==> config.mk <==
export PLATFORM = sky130hd
export DESIGN_NAME = iadu_fifo
export DESIGN_NICKNAME = d
export VERILOG_FILES = /design/src/rtl/iadu_fifo.sv
export SDC_FILE = /design/constraint.sdc
export NUM_CORES = 1
export LEC_CHECK = 0
export ABC_AREA = 1
export BUFFER_PORTS_ARGS = -buffer_cell sky130_fd_sc_hd__buf_4
export CAP_MARGIN = 40
export CORE_UTILIZATION = 45
export DETAILED_ROUTE_END_ITERATION = 16
export PLACE_DENSITY = 0.73
export SLEW_MARGIN = 20
export SYNTH_ARGS = -nofsm -noshare
export SYNTH_HDL_FRONTEND = slang
export SYNTH_SLANG_ARGS = --single-unit
==> constraint.sdc <==
create_clock -name clk -period 3.5 [get_ports clk]
set_input_delay 0.525 -clock clk [delete_from_list [all_inputs] [get_ports clk]]
set_output_delay 0.525 -clock clk [all_outputs]
set_load 0.02 [all_outputs]
==> src/rtl/iadu_fifo.sv <==
// iadu_fifo: halfword circular queue between fetch and decode.
// Fetched 32-bit words are stored as 16-bit entries so that 16/32-bit
// instructions can be aligned across word boundaries; RVC encodings are
// expanded to their 32-bit equivalents before leaving the block.
module iadu_fifo #(
  parameter int          DEPTH    = 8,
  parameter logic [31:0] RESET_PC = 32'h0,
  parameter bit          RVC_EN   = 1'b1
) (
  input  logic                       clk,
  input  logic                       reset_n,
  input  logic                       i_fetch_valid,
  input  logic [31:0]                i_fetch_data,
  output logic                       o_fetch_ready,
  input  logic                       i_redirect,
  input  logic [31:0]                i_redirect_pc,
  output logic                       o_valid,
  input  logic                       i_decode_ready,
  output logic [31:0]                o_inst,
  output logic [31:0]                o_pc,
  output logic                       o_is_comp,
  output logic                       o_is_illegal,
  output logic [$clog2(DEPTH+1)-1:0] o_count
);

  localparam int AW = $clog2(DEPTH);
  localparam int CW = $clog2(DEPTH+1);

  typedef enum logic [0:0] {
    ST_RUN  = 1'b0,
    ST_SKIP = 1'b1
  } state_t;

  // RVC -> RV32I expansion; reserved encodings map to all-zero (illegal).
  function automatic logic [31:0] decompress(input logic [15:0] c);
    logic [31:0] r;
    r = 32'h0;
    case ({c[1:0], c[15:13]})
      5'b00_000: if ({c[12:5]} != 8'h00)
                   r = {2'b00, c[10:7], c[12:11], c[5], c[6], 2'b00, 5'd2, 3'b000,
                        2'b01, c[4:2], 7'b0010011};
                 else
                   r = 32'h0;
      5'b00_010: r = {5'b00000, c[5], c[12:10], c[6], 2'b00, 2'b01, c[9:7], 3'b010,
                      2'b01, c[4:2], 7'b0000011};
      5'b00_110: r = {5'b00000, c[5], c[12], 2'b01, c[4:2], 2'b01, c[9:7], 3'b010,
                      c[11:10], c[6], 2'b00, 7'b0100011};
      5'b01_000: r = {{7{c[12]}}, c[6:2], c[11:7], 3'b000, c[11:7], 7'b0010011};
      5'b01_001: r = {c[12], c[8], c[10:9], c[6], c[7], c[2], c[11], c[5:3], c[12],
                      {8{c[12]}}, 5'd1, 7'b1101111};
      5'b01_010: r = {{7{c[12]}}, c[6:2], 5'd0, 3'b000, c[11:7], 7'b0010011};
      5'b01_011: if (c[11:7] == 5'd2)
                   r = {{3{c[12]}}, c[4:3], c[5], c[2], c[6], 4'b0000, 5'd2, 3'b000,
                        5'd2, 7'b0010011};
                 else
                   r = {{15{c[12]}}, c[6:2], c[11:7], 7'b0110111};
      5'b01_100: begin
        case (c[11:10])
          2'b00: r = {7'b0000000, c[6:2], 2'b01, c[9:7], 3'b101, 2'b01, c[9:7], 7'b0010011};
          2'b01: r = {7'b0100000, c[6:2], 2'b01, c[9:7], 3'b101, 2'b01, c[9:7], 7'b0010011};
          2'b10: r = {{7{c[12]}}, c[6:2], 2'b01, c[9:7], 3'b111, 2'b01, c[9:7], 7'b0010011};
          default: begin
            if (c[12] == 1'b1)
              r = 32'h0;
            else begin
              case (c[6:5])
                2'b00:   r = {7'b0100000, 2'b01, c[4:2], 2'b01, c[9:7], 3'b000, 2'b01, c[9:7], 7'b0110011};
                2'b01:   r = {7'b0000000, 2'b01, c[4:2], 2'b01, c[9:7], 3'b100, 2'b01, c[9:7], 7'b0110011};
                2'b10:   r = {7'b0000000, 2'b01, c[4:2], 2'b01, c[9:7], 3'b110, 2'b01, c[9:7], 7'b0110011};
                default: r = {7'b0000000, 2'b01, c[4:2], 2'b01, c[9:7], 3'b111, 2'b01, c[9:7], 7'b0110011};
              endcase
            end
          end
        endcase
      end
      5'b01_101: r = {c[12], c[8], c[10:9], c[6], c[7], c[2], c[11], c[5:3], c[12],
                      {8{c[12]}}, 5'd0, 7'b1101111};
      5'b01_110: r = {c[12], {3{c[12]}}, c[6:5], c[2], 5'd0, 2'b01, c[9:7], 3'b000,
                      c[11:10], c[4:3], c[12], 7'b1100011};
      5'b01_111: r = {c[12], {3{c[12]}}, c[6:5], c[2], 5'd0, 2'b01, c[9:7], 3'b001,
                      c[11:10], c[4:3], c[12], 7'b1100011};
      5'b10_000: r = {7'b0000000, c[6:2], c[11:7], 3'b001, c[11:7], 7'b0010011};
      5'b10_010: r = {4'b0000, c[3:2], c[12], c[6:4], 2'b00, 5'd2, 3'b010, c[11:7], 7'b0000011};
      5'b10_100: begin
        if (c[12] == 1'b0) begin
          if (c[6:2] == 5'd0)
            r = {12'h000, c[11:7], 3'b000, 5'd0, 7'b1100111};
          else
            r = {7'b0000000, c[6:2], 5'd0, 3'b000, c[11:7], 7'b0110011};
        end else begin
          if (c[6:2] != 5'd0)
            r = {7'b0000000, c[6:2], c[11:7], 3'b000, c[11:7], 7'b0110011};
          else if (c[11:7] == 5'd0)
            r = 32'h00100073;
          else
            r = {12'h000, c[11:7], 3'b000, 5'd1, 7'b1100111};
        end
      end
      5'b10_110: r = {4'b0000, c[8:7], c[12], c[6:2], 5'd2, 3'b010, c[11:9], 2'b00, 7'b0100011};
      default:   r = 32'h0;
    endcase
    return r;
  endfunction

  logic [15:0]   mem_r [DEPTH];
  logic [AW-1:0] wr_ptr_r;
  logic [AW-1:0] rd_ptr_r;
  logic [CW-1:0] count_r;
  logic [31:0]   pc_r;
  state_t        state_r;
  state_t        state_next_s;

  logic [15:0]   h0_s;
  logic [15:0]   h1_s;
  logic          comp_s;
  logic          push_s;
  logic          pop_s;
  logic [CW-1:0] push_n_s;
  logic [CW-1:0] pop_n_s;

  assign h0_s          = mem_r[rd_ptr_r];
  assign h1_s          = mem_r[rd_ptr_r + AW'(1)];
  assign o_fetch_ready = (count_r <= CW'(DEPTH - 2));
  assign o_count       = count_r;
  assign o_pc          = pc_r;

  // Head decode: instruction size, validity and the expanded instruction.
  always_comb begin
    comp_s       = RVC_EN && (h0_s[1:0] != 2'b11);
    o_valid      = 1'b0;
    o_inst       = 32'h0000_0013;
    o_is_comp    = 1'b0;
    o_is_illegal = 1'b0;
    if (comp_s)
      o_valid = ~i_redirect & (count_r >= CW'(1));
    else
      o_valid = ~i_redirect & (count_r >= CW'(2));
    if (!o_valid) begin
      o_inst = 32'h0000_0013;
    end else if (comp_s) begin
      o_is_comp    = 1'b1;
      o_is_illegal = (h0_s == 16'h0000);
      o_inst       = (h0_s == 16'h0000) ? 32'h0 : decompress(h0_s);
    end else begin
      o_inst = {h1_s, h0_s};
    end
  end

  // Handshake qualification; a redirect cancels both sides.
  always_comb begin
    push_s   = i_fetch_valid & o_fetch_ready & ~i_redirect;
    pop_s    = o_valid & i_decode_ready;
    push_n_s = CW'(0);
    pop_n_s  = CW'(0);
    if (push_s)
      push_n_s = (state_r == ST_SKIP) ? CW'(1) : CW'(2);
    else
      push_n_s = CW'(0);
    if (pop_s)
      pop_n_s = comp_s ? CW'(1) : CW'(2);
    else
      pop_n_s = CW'(0);
  end

  // Next-state logic: a misaligned redirect drops the lower half of the next word.
  always_comb begin
    state_next_s = state_r;
    if (i_redirect)
      state_next_s = i_redirect_pc[1] ? ST_SKIP : ST_RUN;
    else if ((state_r == ST_SKIP) && push_s)
      state_next_s = ST_RUN;
    else
      state_next_s = state_r;
  end

  // State register.
  always_ff @(posedge clk or negedge reset_n) begin
    if (!reset_n)
      state_r <= ST_RUN;
    else
      state_r <= state_next_s;
  end

  // Pointers, occupancy and PC; redirect overrides any same-cycle push/pop.
  always_ff @(posedge clk or negedge reset_n) begin
    if (!reset_n) begin
      wr_ptr_r <= AW'(0);
      rd_ptr_r <= AW'(0);
      count_r  <= CW'(0);
      pc_r     <= RESET_PC;
    end else if (i_redirect) begin
      wr_ptr_r <= AW'(0);
      rd_ptr_r <= AW'(0);
      count_r  <= CW'(0);
      pc_r     <= i_redirect_pc;
    end else begin
      wr_ptr_r <= wr_ptr_r + AW'(push_n_s);
      rd_ptr_r <= rd_ptr_r + AW'(pop_n_s);
      count_r  <= count_r + push_n_s - pop_n_s;
      if (pop_s)
        pc_r <= pc_r + (comp_s ? 32'd2 : 32'd4);
      else
        pc_r <= pc_r;
    end
  end

  // Halfword storage; in SKIP only the upper half of the word is kept.
  always_ff @(posedge clk or negedge reset_n) begin
    if (!reset_n) begin
      for (int i = 0; i < DEPTH; i++)
        mem_r[i] <= 16'h0000;
    end else if (push_s) begin
      if (state_r == ST_SKIP) begin
        mem_r[wr_ptr_r] <= i_fetch_data[31:16];
      end else begin
        mem_r[wr_ptr_r]          <= i_fetch_data[15:0];
        mem_r[wr_ptr_r + AW'(1)] <= i_fetch_data[31:16];
      end
    end else begin
      mem_r[wr_ptr_r] <= mem_r[wr_ptr_r];
    end
  end

endmodule

==> flow_summary_export.csv <==
group,metric,value,unit
finish,nFillCells,2991,
yosys,ys_seq_area_share,29.0,%
pwr,p_per_area,926,nW/um2
grt,grt.total_usage,40.9,%
drt,drtPass1Iterations,6,
yosys,synthesis.area,14700,um2
grt,grt_pass1_wl,103000,um
timing,relSlewSlack,45.1,%
pwr,p_leak,9.05,nW
setup_path,critical_path_class,"reg2out",
cts,worstSkewPairLatency,0.47,ns
timing,fin_crit,3.53,ns
place,dp_hpwl,47400,um
yosys,yosys_register_bits,171,
yosys,async_flop_share,100,%
timing,fin_skew,0.0143,ns
cts,htree_levels,4,
setup_path,r2r-start,"rd_ptr_r[0]",
timing,fmax,283,MHz
timing,fin_ws,-0.0282,ns
drt,wl_per_cell,23.0,um
finish,final_nets,2622,
timing,slew_viol_final,0,
finish,multi_input_area,9660,um2
yosys,yosysTopAreaCell,"dfrtp_1",
cts,cts_max_path_buffers,2,
timing,setup_viol,6,
yosys,syn_nets,2396,
floorplan,start_util,46.2,%
floorplan,rows,65,
yosys,synth_flop_cell,"dfrtp_1",
drt,via_per_inst,6.18,
timing,rsz0062_at_grt,"true",
cts,cts_buffers,17,
setup_path,cp-start-kind,"flop",
grt,grt_max_degree,71,
pwr,ir_drop,0.499,mV
place,dp.cells,2893,
grt,met3_usage,10.2,%
timing,final.setup.tns,-0.0649,ns
grt,use_met2,62.0,%
setup_path,worstPathRequired,2.97,ns
cts,path_clk_slew,0.08,ns
grt,grt_use_met1,53.4,%
place,gp_congestion,1.05,
grt,antenna_found_initial,1,
cts,cts.sinks,171,
setup_path,critPathArrivalTime,3.00,ns
drt,ant_nets,0,
finish,instances_no_fill,2985,
finish,drive_above_1_share,25.5,%
yosys,yosys_warnings,0,
drt,drc_errors,0,
yosys,synth.area.top_cells,"dfrtp_1, nand2_1, nand3_1",
drt,drt_iter0_markers,2607,
status,outcome,"complete, but fails checks",
grt,gr-total-overflow,0,
floorplan,num_io_pins,141,
yosys,postSynthCellCount,2310,
floorplan,die_height,183,um
yosys,yosysUniqueCellTypes,56,
floorplan,dieWidth,183,um
cts,root_buffer,"clkbuf_16",
timing,tightest_slew,0.814,ns
floorplan,dieArea,33500,um2
flow_run,maxCapViolCount,0,
setup_path,cp-end-kind,"output pin",
floorplan,core_area,31900,um2
min_path,hp-class,"in2async",
timing,min_period_over_period,101,%
finish,ff_latch_area,4280,um2
yosys,synth_area_per_cell,6.38,um2
drt,totalWireLength,68700,um
timing,finalHoldViolCount,0,
setup_path,cp-startpoint,"rd_ptr_r[0]",
grt,grt_pass1_vias,17445,
cts,cts_tree,"done",
setup_path,crit_fanout,7,
status,violations,"negative setup slack",
grt,grt.busiest_layer,"met2",
yosys,synth_edf_count,0,
cts,ctsHoldBuffers,0,
place,io_buffers,140,
drt,routed-via-count,18462,
yosys,synth_top_cell_area_share,29.0,%
finish,area_growth,30.9,%
-- synthesized netlist by cell type, types with 12 or more instances --
cell	n
buf_2	48
ha_1	12
o211ai_1	56
inv_2	12
xor2_1	13
inv_1	264
nand4_1	21
a31oi_1	18
o21ai_0	162
a21oi_1	106
o22ai_1	28
o21ai_1	18
clkbuf_1	65
nor2_1	153
nor3_1	26
or2_2	13
nand3_1	227
o21a_1	21
a22oi_1	15
nand2_1	654
a21boi_0	47
dfrtp_1	171
a2bb2oi_1	32
-- report_power, final --
part           total, mW  switching (mW)  internal [mW]
logic               12.5            7.80           4.65
clock network       2.12           0.958           1.16
registers           3.29           0.624           2.66
-- flip-flops by register name (all words and copies together) (netlist names) --
register	flops
rd_ptr_r	3
o_count	4
mem_r	128
o_pc	32
state_r	1
wr_ptr_r	3
-- layout by cell type, fill, tap and decap left out, drive strengths merged, types with 32 or more instances in the layout --
master,count
nand2,667
buf,340
inv,282
nand3,232
o21ai,182
dfrtp,171
nor2,168
a21oi,110
o211ai,56
a21boi,49
a2bb2oi,32
-- logic make-up (layout without fill, tap and decap cells) --
| family | after synthesis | in the layout | synth area share, % |
|---|---|---|---|
| and+or+nand+nor | 1139 | 1139 | 33.1 |
| other | 0 | 1 | 0 |
| xor gates and xnor gates | 22 | 22 | 1.31 |
| DFF | 171 | 171 | 29.0 |
| adders and majority gates | 17 | 17 | 1.70 |
| AOI/OAI and AO/OA | 541 | 541 | 23.0 |
| buffers and inverters | 420 | 659 | 11.9 |
-- worst paths after layout --
kind                                   end  slack, ns  cells after the start
min in group clk                   o_pc[0]       0.27                      3
worst max-delay path             o_inst[9]      -0.03                     19
worst min register to register   mem_r[43]       0.49                      1
worst max register to register  o_count[2]       0.09                     19
max in group asynchronous          state_r       2.40                      2
worst min-delay path             mem_r[26]       0.04                      1
-- what timing repair did --
item	4_1_cts	5_1_grt
pin swaps	28	70
resized for setup	130	227
cloned	8	2
endpoints found under the setup margin	32	51
buffers inserted	29	22
-- critical path, stage by stage (launching register included) --
cell and delay (ns):
dfrtp_4 0.55, buf_16 0.18, buf_4 0.14, nand2_1 0.07
nand3_1 0.11, nand2_1 0.10, nand2_1 0.10, nand2_4 0.16
nand2_2 0.09, nor2_2 0.14, nand2_2 0.08, inv_4 0.11
buf_4 0.13, nand2_1 0.04, nand3_1 0.08, nor2_1 0.06
nand3_1 0.13, nand2_2 0.08, inv_2 0.06, buf_6 0.11
-- routing by layer --
layer | up-vias | routed length (um)
met3 | 300 | 8650
met4 | 0 | 3900
met2 | 1367 | 29800
met1 | 8650 | 26400
li1 | 8145 | -
met5 | - | 0
-- metrics by stage --
step                cell area, um2  power (mW)  worst slack (ns)  utilization [%]  hold slack, ns
finish                       19300        17.9           -0.0282             60.5          0.0392
global route                 19300        18.8            -0.145             60.5          0.0925
CTS                          18300        16.2          -0.00199             57.5          0.0738
detailed placement           16800        13.0             0.109             52.8           0.474
global placement             16800        12.9             0.107             52.8           0.474
floorplan                    14700        9.18             0.186                -           0.229
-- final cells by class --
| type | count | area share (%) |
|---|---|---|
| sequential | 171 | 22.2 |
| antenna | 1 | 0.0130 |
| timing repair inverter | 2 | 0.104 |
| clock inverter | 14 | 0.954 |
| multi-input combinational | 1719 | 50.1 |
| inverter | 281 | 5.64 |
| tap | 435 | 2.82 |
| clock buffer | 18 | 2.28 |
| timing repair buffer | 344 | 15.9 |
(Power assumes the default switching activity.)
